### config.mk
export PLATFORM = sky130hd
export DESIGN_NAME = fmul_arbiter
export DESIGN_NICKNAME = d
export VERILOG_FILES = /design/src/rtl/fmul_arbiter.sv
export SDC_FILE = /design/constraint.sdc
export NUM_CORES = 1
export LEC_CHECK = 0
export ABC_CLOCK_PERIOD_IN_PS = 2020
export CAP_MARGIN = 20
export CORE_ASPECT_RATIO = 1.5
export CORE_MARGIN = 5
export CORE_UTILIZATION = 31
export DETAILED_ROUTE_END_ITERATION = 10
export GPL_ROUTABILITY_DRIVEN = 0
export PLACE_DENSITY = 0.76
export SETUP_SLACK_MARGIN = 0.2
export SYNTH_ARGS = -nofsm -noshare
export SYNTH_HDL_FRONTEND = slang
export SYNTH_SLANG_ARGS = --single-unit
### constraint.sdc
create_clock -name clk -period 2.02 [get_ports clk]
set_clock_uncertainty 0.1 [all_clocks]
set_input_delay 0.404 -clock clk [delete_from_list [all_inputs] [get_ports clk]]
set_output_delay 0.404 -clock clk [all_outputs]
set_load 0.02 [all_outputs]
### src/rtl/fmul_arbiter.sv
// rtl/fmul_arbiter.sv - round-robin share of one pipelined fp multiplier between two requesters
// Optional stall counters: define FMUL_ARB_STALL_CNT_EN.
module fmul_arbiter #(
  parameter int LATENCY = 3,
  parameter int TAG_W   = 5
) (
  input  logic             clk,
  input  logic             rstn,
  input  logic             flush,
  input  logic             req0_valid,
  output logic             req0_ready,
  input  logic [31:0]      req0_x1,
  input  logic [31:0]      req0_x2,
  input  logic [TAG_W-1:0] req0_tag,
  input  logic             req1_valid,
  output logic             req1_ready,
  input  logic [31:0]      req1_x1,
  input  logic [31:0]      req1_x2,
  input  logic [TAG_W-1:0] req1_tag,
  output logic             mul_valid,
  output logic [31:0]      mul_x1,
  output logic [31:0]      mul_x2,
  input  logic [31:0]      mul_y,
  output logic             resp0_valid,
  output logic [31:0]      resp0_y,
  output logic [TAG_W-1:0] resp0_tag,
  output logic             resp1_valid,
  output logic [31:0]      resp1_y,
  output logic [TAG_W-1:0] resp1_tag
`ifdef FMUL_ARB_STALL_CNT_EN
  ,
  output logic [31:0]      stall0_cnt,
  output logic [31:0]      stall1_cnt
`endif
);

  logic             last_grant;
  logic             grant0;
  logic             grant1;
  logic [LATENCY-1:0] slot_valid;
  logic [LATENCY-1:0] slot_owner;
  logic [TAG_W-1:0]   slot_tag [LATENCY];

  // Gating with rstn keeps ready/mul_valid low while reset is held.
  always_comb begin
    grant0 = 1'b0;
    grant1 = 1'b0;
    if (rstn && !flush) begin
      if (req0_valid && req1_valid) begin
        if (last_grant) grant0 = 1'b1;
        else            grant1 = 1'b1;
      end else begin
        grant0 = req0_valid;
        grant1 = req1_valid;
      end
    end
  end

  always_comb begin
    req0_ready = grant0;
    req1_ready = grant1;
    mul_valid  = grant0 | grant1;
    mul_x1     = 32'd0;
    mul_x2     = 32'd0;
    if (grant0) begin
      mul_x1 = req0_x1;
      mul_x2 = req0_x2;
    end else if (grant1) begin
      mul_x1 = req1_x1;
      mul_x2 = req1_x2;
    end
  end

  always_ff @(posedge clk or negedge rstn) begin
    if (!rstn) begin
      last_grant  <= 1'b1;
      slot_valid  <= '0;
      slot_owner  <= '0;
      for (int i = 0; i < LATENCY; i++) slot_tag[i] <= '0;
      resp0_valid <= 1'b0;
      resp0_y     <= 32'd0;
      resp0_tag   <= '0;
      resp1_valid <= 1'b0;
      resp1_y     <= 32'd0;
      resp1_tag   <= '0;
    end else begin
      if (grant0 || grant1) last_grant <= grant1;

      // Ownership pipeline tracks the multiplier stage by stage; flush drops every slot.
      slot_valid[0] <= (grant0 || grant1) && !flush;
      slot_owner[0] <= grant1;
      slot_tag[0]   <= grant1 ? req1_tag : req0_tag;
      for (int i = 1; i < LATENCY; i++) begin
        slot_valid[i] <= slot_valid[i-1] && !flush;
        slot_owner[i] <= slot_owner[i-1];
        slot_tag[i]   <= slot_tag[i-1];
      end

      resp0_valid <= 1'b0;
      resp1_valid <= 1'b0;
      if (slot_valid[LATENCY-1] && !flush) begin
        if (slot_owner[LATENCY-1]) begin
          resp1_valid <= 1'b1;
          resp1_y     <= mul_y;
          resp1_tag   <= slot_tag[LATENCY-1];
        end else begin
          resp0_valid <= 1'b1;
          resp0_y     <= mul_y;
          resp0_tag   <= slot_tag[LATENCY-1];
        end
      end
    end
  end

`ifdef FMUL_ARB_STALL_CNT_EN
  always_ff @(posedge clk or negedge rstn) begin
    if (!rstn) begin
      stall0_cnt <= 32'd0;
      stall1_cnt <= 32'd0;
    end else begin
      if (req0_valid && !req0_ready && stall0_cnt != 32'hFFFF_FFFF)
        stall0_cnt <= stall0_cnt + 32'd1;
      if (req1_valid && !req1_ready && stall1_cnt != 32'hFFFF_FFFF)
        stall1_cnt <= stall1_cnt + 32'd1;
    end
  end
`endif

endmodule
Yosys cells after proc, flatten, opt, wreduce, memory -nomap -nowiden
Cells that the tools add are included.
Word-level totals
  bits in registers: 98
  input port bits: 175
  output and inout bits: 143
  word-level logic and storage cells: 39
Cells by class
  mux-type cells: 15
  bitwise gates (word level): 2
  reduce and logical (&&, ||, !) cells: 10
Operators by type and width (number)
  $mux 32: 4
  $mux 1: 10
  $logic_and 1x1->1: 6
  $mux 5: 1
  $reduce_and 2->1: 2
  $logic_not 1->1: 1
  $logic_or 1x1->1: 1
  $not 1->1: 1
  $or 1x1->1: 1

Logic depth before layout (Yosys ltp)
  depth after elaboration: 5
  depth in mapped cells: 5
  mapped depth without buffers: 3

Worst setup path before layout
OpenSTA, ideal clock, no wires.
  kind: input to output
  start: input rstn
  end: output mul_x1[20]
  data arrival time: 1.362 ns
  required time: 1.516 ns
  path slack: 0.154 ns
  cell stages on the path: 5
  buffers on the path: 2
  cells stage by stage: nor2b_1 -> and3_1 -> buf_6 -> buf_2 -> a22o_1
On the way
  longest elaborated chain between the ends: 4
  elaborated cells between the ends (all ways): 5
  classes of those cells: mux (4); reduce/logical (1)
Ends and longest elaborated chain
  from (decl): line 8  | input logic rstn,
  $logic_and 1x1->1: line 48  | if (rstn && !flush) begin
  $mux 1: line 48
  net req1_ready: line 16  | output logic req1_ready,
  $mux 32: line 68  | end else if (grant1) begin
  $mux 32: line 65  | if (grant0) begin
  to (decl): line 21  | output logic [31:0] mul_x1,
The timed path passes the listed nets, and every way through them passes these cells.

Worst setup path after layout
  start: register last_grant
  end: output mul_x1[12]
On the way
  longest elaborated chain between the ends: 5
  elaborated cells between the ends (all ways): 8
  classes of those cells: mux (8)
Ends and longest elaborated chain
  from (decl): line 37  | logic last_grant;
  from (signal assigned): line 87  | if (grant0 || grant1) last_grant <= grant1;
  $mux 1: line 50  | if (last_grant) grant0 = 1'b1;
  $mux 1: line 49  | if (req0_valid && req1_valid) begin
  $mux 1: line 48
  $mux 32: line 68
  $mux 32 (*): line 65
Every way passes the cells marked *; elsewhere a longest branch is shown, timed or not.

==> impl_metrics.tcl <==
set metrics [dict create \
    outcome "finished with violations" \
    violations "negative setup slack" \
    leakage_uw 0.00446 \
    max_cap_violations 0 \
    worst_slack_ns -0.326 \
    reg2regPathDepth 7 \
    maxClockFrequency_mhz 426 \
    tightest_slew_ns 0.804 \
    period_share_pct 116 \
    syn_to_final_growth_pct 109 \
    synth_top_area_share_pct 58.3 \
    clkLatencyLatePin_ns 0.34 \
    vdd_drop_max_v 0.000352 \
    critPathMaxFanout 9 \
    h-tree-depth 3 \
    final_common_cell "clkdlybuf4s50_1" \
    antenna_found_initial 8 \
    synth.ff_latch_count 98 \
    min_period_ns 2.35 \
    via_count 4014 \
    drt_iter0_markers 110 \
    layout_common_cells "176 x clkdlybuf4s50_1, 97 x dfrtp_1, 75 x mux2_2" \
    tns_ns -16.91 \
    dp_cells 753 \
    yosys_warnings 0 \
    cts_tree "done" \
    arrival_ns 1.84 \
    clk_pin_slew_ns 0.07 \
    crit_path_end_kind "output pin" \
    grt_max_degree 66 \
    syn_nets 453 \
    final-hold-violation-count 0 \
    ant_nets 0 \
    start_util_pct 31.2 \
    place_area_mm2 0.00769 \
    fp.dieH_um 152 \
    met1_usage_pct 28.2 \
    rsz0062_at_grt "true" \
    syn-cell-area_mm2 0.00416 \
    power.total_uw 5770 \
    grt_pass1_vias 4572 \
    drive_gt1_share_pct 36.4 \
    hold_buffers 0 \
    wl_per_cell_um 24.4 \
    totalWireLength_mm 19.7 \
    row_count 52 \
    drv_slew 0 \
    min_path_type "in2async" \
    r2r-end "slot_tag[12]$_DFF_PN0_" \
    io_buffers 317 \
    synth_area_leader_cell "dfrtp_1" \
    numCtsBuffers 9 \
    design_area_mm2 0.00871 \
    ctsLongestPathBuffers 2 \
    grt_overflow_total 0 \
    startpoint_type "flip-flop" \
    dp_slack_ns -0.789 \
    cts.sinks 98 \
    layout.cells.non_filler 807 \
    dr.pass1.iters 4 \
    met2_usage_pct 37.4 \
    netlist_instances 278 \
    critPathKind "reg2out" \
    route.detailed.drc 0 \
    grt_use_met3_pct 14.4 \
    max_slew_margin_pct 46.4 \
    finalSetupViolCount 66 \
    grt_pass1_wl_mm 28.6 \
    power_density_mw_per_mm2 663 \
    synth-seq-area-share_pct 59.0 \
    regToRegSetupSlack_ns 0.21 \
    core_area_mm2 0.0133 \
    synth.avg_cell_area_um2 15.0 \
    reg2reg_from "last_grant$_DFFE_PN1P_" \
    busiest_layer "met2" \
    nNetsFinal 812 \
    grt.total_usage_pct 24.0 \
    viasPerCell 4.97 \
    hpwl_mm 15.0 \
    clk_root_buffer_cell "clkbuf_16" \
    ys_top_cells_by_area "dfrtp_1 58%, mux2_2 20%, a22o_1 13%" \
    die_w_um 105 \
    io_pins 318 \
    worstPathRequired_ns 1.52 \
    synth.distinct_cells 18 \
    dieArea_mm2 0.0159 \
]
==> worst max-delay path: stages (launching register included) <==
cell,delay [ns]
dfstp_2,0.54
inv_2,0.05
a21oi_4,0.17
buf_6,0.14
buf_6,0.09
buf_12,0.11
buf_6,0.10
a22o_1,0.17
buf_6,0.13
==> state kept, by name, indices dropped and copies added (netlist names) <==
signal	flops
resp0_y	32
resp1_y	32
slot_tag	15
resp0_tag	5
resp1_tag	5
slot_owner	3
slot_valid	3
last_grant	1
resp0_valid	1
resp1_valid	1
==> synthesized netlist by cell type <==
cell type,number
dfrtp_1,97
mux2_2,75
a22o_1,64
buf_2,15
buf_4,4
buf_6,4
mux2_4,4
inv_1,2
nand3b_1,2
nor2b_1,2
o21a_1,2
a21oi_1,1
and2b_1,1
and3_1,1
dfstp_2,1
nand2_1,1
nor3b_2,1
o21bai_1,1
==> stage by stage <==
stage / hold WS (ns) / util, %
floorplan: 0.00841 / -
global placement: 0.231 / 57.7
detailed placement: 0.236 / 57.7
CTS: 0.0686 / 63.8
global route: 0.0978 / 65.2
finish: 0.0545 / 65.3
==> where the power goes <==
group	internal [µW]	total, µW	switching [µW]
registers	2210	2320	112
clock network	854	1630	772
logic	1020	1830	810
total	4080	5770	1690
==> layout make-up <==
cell class	instances	area, µm²
Tap cell	162	203
Sequential cell	98	2450
Timing Repair Buffer	371	4080
Clock inverter	7	60.1
Multi-Input combinational cell	155	1670
Antenna cell	3	7.51
Inverter	2	7.51
Fill cell	992	4630
Clock buffer	9	225
==> layer usage <==
layer / wire [µm] / vias up
met4: 371 / 12
li1: - / 1778
met5: 69 / -
met3: 2590 / 36
met2: 8830 / 249
met1: 7840 / 1939
==> worst max-delay path by stage <==
| stage | to | from | depth (start not counted) |
|---|---|---|---|
| 6_report | mul_x1[12] | last_grant$_DFFE_PN1P_ | 8 |
| 4_1_cts | mul_x2[27] | last_grant$_DFFE_PN1P_ | 8 |
| 5_1_grt | mul_x1[12] | last_grant$_DFFE_PN1P_ | 8 |
| 2_1_floorplan | mul_x1[20] | rstn | 5 |
| 3_5_place_dp | mul_x2[18] | flush | 6 |
| 3_3_place_gp | mul_x2[3] | flush | 6 |
==> repair_timing <==
item / 4_1_cts / 5_1_grt
pin swaps: 31 / 22
cloned: 8 / 1
endpoints found under the hold margin: 0 / 0
endpoints found under the setup margin: 112 / 96
setup buffers: 23 / 3
resized for setup: 398 / 52
==> cell families after synthesis <==
group                  share of synthesized area, %
AO/OA/AOI/OAI                                  14.1
buffers and inverters                          3.79
flip-flops                                     59.0
multiplexers                                   21.7
AND/OR/NAND/NOR                                1.38
(Power assumes the default switching activity.)
